<file path="src/rtl/reg_file_sb_if.sv">
// Bus bundle for reg_file_sb: two read ports with busy flags, one write port,
// and the pending-set port with its count.
interface reg_file_sb_if #(
  parameter int DATA_W = 32,
  parameter int ADDR_W = 5
);
  logic [ADDR_W-1:0] rd_addr1;
  logic [ADDR_W-1:0] rd_addr2;
  logic [DATA_W-1:0] rd_data1;
  logic [DATA_W-1:0] rd_data2;
  logic              busy1;
  logic              busy2;
  logic              wr_en;
  logic [ADDR_W-1:0] wr_addr;
  logic [DATA_W-1:0] wr_data;
  logic              pend_set;
  logic [ADDR_W-1:0] pend_addr;
  logic [ADDR_W:0]   pend_cnt;

  modport master (
    output rd_addr1, rd_addr2, wr_en, wr_addr, wr_data, pend_set, pend_addr,
    input  rd_data1, rd_data2, busy1, busy2, pend_cnt
  );

  modport slave (
    input  rd_addr1, rd_addr2, wr_en, wr_addr, wr_data, pend_set, pend_addr,
    output rd_data1, rd_data2, busy1, busy2, pend_cnt
  );
endinterface

</file>
<file path="src/rtl/reg_file_sb.sv">
// 2R/1W register file with optional hardwired r0, write-to-read bypass and a
// per-register pending scoreboard that lets decode stall on RAW hazards.
module reg_file_sb #(
  parameter int DATA_W   = 32,
  parameter int ADDR_W   = 5,
  parameter bit ZERO_REG = 1'b1,
  parameter bit BYPASS   = 1'b1
) (
  input  logic          clk,
  input  logic          rst,
  reg_file_sb_if.slave  bus
);
  localparam int DEPTH = 2 ** ADDR_W;

  logic [DEPTH-1:0][DATA_W-1:0] mem_q;
  logic [DEPTH-1:0]             pend_q;
  logic [DEPTH-1:0]             pend_d;
  logic [ADDR_W:0]              cnt_q;
  logic [ADDR_W:0]              cnt_d;

  logic wr_ok_s;
  logic set_ok_s;
  logic inc_s;
  logic dec_s;
  logic zero1_s;
  logic zero2_s;
  logic hit1_s;
  logic hit2_s;

  // Qualify write/set strobes and derive the scoreboard next state.
  always_comb begin
    wr_ok_s  = bus.wr_en    && !(ZERO_REG && (bus.wr_addr   == '0));
    set_ok_s = bus.pend_set && !(ZERO_REG && (bus.pend_addr == '0));
    pend_d   = pend_q;
    if (wr_ok_s) begin
      pend_d[bus.wr_addr] = 1'b0;
    end else begin
      pend_d = pend_q;
    end
    // Set is applied after the clear so a same-address set wins.
    if (set_ok_s) begin
      pend_d[bus.pend_addr] = 1'b1;
    end else begin
      pend_d = pend_d;
    end
    inc_s = set_ok_s && !pend_q[bus.pend_addr];
    dec_s = wr_ok_s && pend_q[bus.wr_addr] &&
            !(set_ok_s && (bus.pend_addr == bus.wr_addr));
    cnt_d = cnt_q + (ADDR_W+1)'(inc_s) - (ADDR_W+1)'(dec_s);
  end

  // Array, pending bits and count; reset clears everything immediately.
  always_ff @(posedge clk or posedge rst) begin
    if (rst) begin
      mem_q  <= '0;
      pend_q <= '0;
      cnt_q  <= '0;
    end else begin
      if (wr_ok_s) begin
        mem_q[bus.wr_addr] <= bus.wr_data;
      end
      pend_q <= pend_d;
      cnt_q  <= cnt_d;
    end
  end

  // Read ports: zero register, then bypass (suppressed during reset), then array.
  always_comb begin
    zero1_s = ZERO_REG && (bus.rd_addr1 == '0);
    zero2_s = ZERO_REG && (bus.rd_addr2 == '0);
    hit1_s  = BYPASS && bus.wr_en && (bus.wr_addr == bus.rd_addr1);
    hit2_s  = BYPASS && bus.wr_en && (bus.wr_addr == bus.rd_addr2);
    if (zero1_s) begin
      bus.rd_data1 = '0;
    end else if (hit1_s && !rst) begin
      bus.rd_data1 = bus.wr_data;
    end else begin
      bus.rd_data1 = mem_q[bus.rd_addr1];
    end
    if (zero2_s) begin
      bus.rd_data2 = '0;
    end else if (hit2_s && !rst) begin
      bus.rd_data2 = bus.wr_data;
    end else begin
      bus.rd_data2 = mem_q[bus.rd_addr2];
    end
    bus.busy1    = pend_q[bus.rd_addr1] && !hit1_s;
    bus.busy2    = pend_q[bus.rd_addr2] && !hit2_s;
    bus.pend_cnt = cnt_q;
  end
endmodule

</file>
<file path="src/flat_wrapper.sv">
// flat-port wrapper written by rule: the top's interface ports become plain ports
module reg_file_sb_flat 
#(
  parameter int DATA_W   = 32,
  parameter int ADDR_W   = 5,
  parameter bit ZERO_REG = 1'b1,
  parameter bit BYPASS   = 1'b1
)
  (clk, rst, bus_rd_addr1, bus_rd_addr2, bus_wr_en, bus_wr_addr, bus_wr_data, bus_pend_set, bus_pend_addr, bus_rd_data1, bus_rd_data2, bus_busy1, bus_busy2, bus_pend_cnt);
  reg_file_sb_if #(.DATA_W(DATA_W), .ADDR_W(ADDR_W)) bus_i ();
  input  logic clk;
  input  logic rst;
  input wire logic [$bits(bus_i.rd_addr1)-1:0] bus_rd_addr1;
  input wire logic [$bits(bus_i.rd_addr2)-1:0] bus_rd_addr2;
  input wire logic [$bits(bus_i.wr_en)-1:0] bus_wr_en;
  input wire logic [$bits(bus_i.wr_addr)-1:0] bus_wr_addr;
  input wire logic [$bits(bus_i.wr_data)-1:0] bus_wr_data;
  input wire logic [$bits(bus_i.pend_set)-1:0] bus_pend_set;
  input wire logic [$bits(bus_i.pend_addr)-1:0] bus_pend_addr;
  output wire logic [$bits(bus_i.rd_data1)-1:0] bus_rd_data1;
  output wire logic [$bits(bus_i.rd_data2)-1:0] bus_rd_data2;
  output wire logic [$bits(bus_i.busy1)-1:0] bus_busy1;
  output wire logic [$bits(bus_i.busy2)-1:0] bus_busy2;
  output wire logic [$bits(bus_i.pend_cnt)-1:0] bus_pend_cnt;
  assign bus_i.rd_addr1 = bus_rd_addr1;
  assign bus_i.rd_addr2 = bus_rd_addr2;
  assign bus_i.wr_en = bus_wr_en;
  assign bus_i.wr_addr = bus_wr_addr;
  assign bus_i.wr_data = bus_wr_data;
  assign bus_i.pend_set = bus_pend_set;
  assign bus_i.pend_addr = bus_pend_addr;
  assign bus_rd_data1 = bus_i.rd_data1;
  assign bus_rd_data2 = bus_i.rd_data2;
  assign bus_busy1 = bus_i.busy1;
  assign bus_busy2 = bus_i.busy2;
  assign bus_pend_cnt = bus_i.pend_cnt;
  reg_file_sb #(.DATA_W(DATA_W), .ADDR_W(ADDR_W), .ZERO_REG(ZERO_REG), .BYPASS(BYPASS)) u_core (.clk(clk), .rst(rst), .bus(bus_i));
endmodule
</file>
<file path="config.mk">
export PLATFORM = sky130hd
export DESIGN_NAME = reg_file_sb_flat
export DESIGN_NICKNAME = d
export VERILOG_FILES = /design/src/rtl/reg_file_sb_if.sv /design/src/rtl/reg_file_sb.sv /design/src/flat_wrapper.sv
export SDC_FILE = /design/constraint.sdc
export NUM_CORES = 2
export LEC_CHECK = 0
export BUFFER_PORTS_ARGS = -buffer_cell sky130_fd_sc_hd__buf_2
export CORE_ASPECT_RATIO = 1.25
export CORE_MARGIN = 2
export CORE_UTILIZATION = 30
export CTS_BUF_LIST = sky130_fd_sc_hd__clkbuf_16
export CTS_CLUSTER_SIZE = 28
export DETAILED_ROUTE_END_ITERATION = 8
export SETUP_SLACK_MARGIN = 0.5
export SLEW_MARGIN = 20
export SYNTH_ARGS = -nofsm -noshare
export SYNTH_HDL_FRONTEND = slang
export SYNTH_SLANG_ARGS = --single-unit
</file>
<file path="constraint.sdc">
create_clock -name clk -period 30.5 [get_ports clk]
set_input_delay 3.05 -clock clk [delete_from_list [all_inputs] [get_ports clk]]
set_output_delay 3.05 -clock clk [all_outputs]
set_load 0.01 [all_outputs]
</file>
Word level (Yosys, flattened, before mapping)
Cells that the tools add are included.
Operators by class
  multiplexer cells: 25
  eq/ne operators: 3
  add/sub/neg operators: 2
  reductions and logical operators: 25
  bitwise operators: 3
  $lt $le $gt $ge: 6
Operator list (number)
  $bwmux 1024: 1
  $bmux 32 s5: 2
  $mux 32: 9
  $demux 32 s5: 1
  $and 32x32->32: 1
  $not 32->32: 1
  $or 32x32->32: 1
  $lt 5x6->1 const B: 4
  $bmux 1 s5: 4
  $logic_not 5->1: 4
  $eq 5x5->1: 3
  $logic_and 1x1->1: 14
  $demux 1 s5: 2
  $ge 5x1->1 const B: 2
  $logic_not 1->1: 7
  $add 6x1->6: 1
  $mux 1: 6
  $sub 6x1->6: 1
Word-level totals
  word-level logic and storage cells: 98
  register bits: 1062
  input bits: 56
  output and inout port bits: 72

Longest topological paths before layout
  depth in word-level cells: 9
  mapped depth: 15
  gate-level depth less buffers: 14

Least setup slack after synthesis
Ideal clock, no wire load.
  kind: input-to-output
  start: input bus_rd_addr1[0]
  end: output bus_rd_data1[11]
  stages on the path: 8
  data arrival time: 4736 ps
  required time: 27450 ps
  slack: 22714 ps
  path buffers: 4
  path through: buf_2 > buf_4 > buf_6 > buf_2 > mux4_2 > o22ai_1 > nor2_1 > o221a_1
On the way
  cells in the longest elaborated chain, start to end: 5
  elaborated cells between the ends (all ways): 8
  classes of those cells: eq/ne (1); mux (4); reduce/logical (3)
Ends and longest elaborated chain
  start: declaration: RTL line flat_wrapper.sv:13  | input wire logic [$bits(bus_i.rd_addr1)-1:0] bus_rd_addr1;
  branches (longest 4 deep; another with $bmux 32 s5)
  $mux 32 *: RTL line reg_file_sb.sv:73  | if (zero1_s) begin
  end: declaration: RTL line flat_wrapper.sv:20  | output wire logic [$bits(bus_i.rd_data1)-1:0] bus_rd_data1;
Mark *: on every way between the ends. The select of a mux whose other input is x is not followed.

Worst setup path after layout
  start: input bus_rd_addr2[1]
  end: output bus_rd_data2[27]
On the way
  cells in the longest elaborated chain, start to end: 5
  elaborated cells between the ends (all ways): 8
  classes of those cells: eq/ne (1); mux (4); reduce/logical (3)
Ends and longest elaborated chain
  start: declaration: RTL line flat_wrapper.sv:14  | input wire logic [$bits(bus_i.rd_addr2)-1:0] bus_rd_addr2;
  branches (longest 4 deep; another with $bmux 32 s5)
  $mux 32 *: RTL line reg_file_sb.sv:80  | if (zero2_s) begin
  end: declaration: RTL line flat_wrapper.sv:21  | output wire logic [$bits(bus_i.rd_data2)-1:0] bus_rd_data2;
Marks and branches as above.

==> metrics <==
clk root buf=clkbuf_16; worst path cell trace=buf_8, buf_4, buf_4, mux4_2, o211ai_1, o21ai_1, o221a_1, buf_2; Max-cap violations=0; slowest CP cell=buf_4; Compound-Gate Fraction of Synth Area=0.06956; outcome=finished, final reports clean; Total Power=about 4.2 mW; share of the synthesized area in the top cell type=0.4643; Reg clk slew, reported paths=60 ps; Die Y-Extent=roughly 500 um; final hold viol count=0; Area contributors post-synth=dfrtp_1 46%, mux4_2 17%, mux2_1 10%; Synth Area in XOR/XNOR=0.003060; CTS tree=yes; unrepaired setup endpoints after global routing=false; Worst Path Required=27450 ps; ys flop type=dfrtp_1; reg2reg setup slack=27550 ps; Clock Latency Late Sink=730 ps; gr usage total=0.1964; Power per Cell Area=65.48 mW/mm^2; CTS resizes=0; post-synthesis sequential area ratio=0.4643; total negative slack=0 ps; area leader, netlist=dfrtp_1; Max-Slew Margin vs Limit=0.2274; Detail Route Antenna Nets=0; first-pass GRT wire length=280.4 mm; Via Count=37820; worst r2r src=u_core.pend_q[11]$_DFF_PP0_; CP Class=input port to output port; H-Tree Depth=3; reg2reg end=u_core.bus.pend_cnt[4]$_DFF_PP0_; Worst setup EP type=output port; startpoint types=input port; hold_sp=u_core.mem_q[10]$_DFFE_PP0P_; Leak Pwr=27.50 nW; worst slew pin tran=1159 ps; syn nets=4072; io pins=128; grt total ovfl=0; fin crit share=0.3348; ys async rst share=1.000; mapped cell area=0.05724 mm^2; Port Buf Inserts=127; fmax=97.94 MHz; most common cell after layout, fill and taps aside=dfrtp_1; Post-Syn Instances=4009; worst path buffer plus inverter count=4; Core Area=0.1899 mm^2; drt pass-1 iters=6; crit-path max FO=93; Initial Util=0.3014; Synth warnings=0; Num CTS Buffers=116; drt drc=0; post-synth cell types=54; Most common cell on crit path=buf_4; CP top delay family=buffers and inverters; Slew Viols, Final=0; pin count of the biggest net entering global routing=roughly 180; clk_skew=9.149 ps; simple-gate portion of the synthesized area=0.01635; Seq cells post-synth=1062; Final #Nets=between 3000 and 4000; 1st-iter DRT viols=3894; post-layout minimum cycle time=slightly above 10000 ps; GPL Wtd Cong=0.7715; Wirelength per Cell=29.89 um; most frequent cells in the layout=1062 x dfrtp_1, 508 x mux2_1, 485 x mux2_2, 421 x mux4_2, 261 x mux2i_1; placed cell area=0.05984 mm^2; Final setup viols=0; largest family of logic cells by synthesized area=multiplexers; Hold Path Sink=u_core.mem_q[10]$_DFFE_PP0P_; clk sink count=around 1100; Final HPWL DP=a little under 100 mm; # rows=179; number of synthesized flops with an enable pin=0; post-synthesis mux area share=0.4067; Die W=394.7 um; hold bufs inserted after CTS=0; Area growth syn-to-layout=11.48%; Hold Path Depth=0; Total Wirelength=193.9 mm; min-delay worst type=register to register; post-synthesis adder-cell area fraction=0.001661; synthesized area per cell=14.28 um^2; CP max stage delay=960 ps; initial antenna violation count=20; via-per-instance ratio=5.829; layout cell share with drive strength beyond 1=0.3348; VDD IR max=0.00004295 V; die area=0.1943 mm^2; post-CTS setup repair buffer count=0; Final Cell Area=0.06381 mm^2; CP arrival=7160 ps; Worst Reg2Reg Path Length in Cells=13; clk buf depth=3; vias in the first global route=38815
## worst max path at each step
stage	startpoint	end	slack, ps	depth (start not counted)
6_report	bus_rd_addr2[1]	bus_rd_data2[27]	20290	8
5_1_grt	bus_rd_addr2[1]	bus_rd_data2[27]	20220	8
4_1_cts	bus_rd_addr2[1]	bus_rd_data2[27]	20410	8
3_5_place_dp	bus_rd_addr2[1]	bus_rd_data2[27]	20420	8
3_3_place_gp	bus_rd_addr2[1]	bus_rd_data2[27]	20350	8
2_1_floorplan	rst	u_core.bus.pend_cnt[0]$_DFF_PP0_	12800	1
## synth_stat cells (all sizes together) (2+ instances only)
cell     count
dfrtp     1062
mux2       993
mux4       421
mux2i      261
clkbuf     257
buf        214
o21ai      140
o22ai      131
nor2        87
a22oi       66
a221oi      62
o211ai      62
o221a       62
nand2       46
inv         20
xnor2       17
a22o        16
nand3        9
nand2b       8
nor2b        8
nor3         8
a21oi        7
ha           6
nor3b        6
or2          5
and3         4
and2         3
nand4        3
or3          3
xor2         3
a2111oi      2
a21o         2
and3b        2
nand3b       2
## kinds of logic after synthesis
kind of cell,after synthesis
mux,1675
flops,1062
compound gates,556
buf+inv,491
xor+xnor,20
fa+ha+maj,7
simple gates,198
## routing by layer
metal	track usage	routed length (um)	part of all wire	vias up
li1	-	-	-	15223
met1	0.2663	82530	0.43	20555
met2	0.3090	89330	0.46	1620
met3	0.04549	15100	0.078	408
met4	0.06554	6785	0.035	14
met5	0.004159	189	0.00097	-
## where the power goes
part	leakage, nW	internal (mW)	switching, mW
combinational	11.9	0.469	0.352
clock	1.99	0.866	0.610
sequential	13.6	1.68	0.200
## stage by stage
step                instances    util  setup WS (ps)  hold WS (ps)
floorplan                4009       -          12800         438.3
global placement         6270  0.3151          20350         383.1
detailed placement       6270  0.3151          20420         387.6
CTS                      6482  0.3357          20410         400.7
global route             6485  0.3359          20220         415.1
finish                   6488  0.3360          20290         399.0
## layout make-up
type,instances,area (um^2)
Multi-Input combinational cell,2456,28750
Sequential cell,1062,26580
Clock inverter,94,967.2
Timing Repair Buffer,199,1295
Fill cell,18652,126100
Clock buffer,118,2953
Inverter,20,78.83
Antenna cell,5,12.51
Tap cell,2534,3171
## flip-flops by register name, summed over array words and instances, names as in the netlist
signal and cells:
u_core.mem_q 1024, u_core.pend_q 32, u_core.bus.pend_cnt 6
No activity file was read; power rests on OpenSTA's default activity.
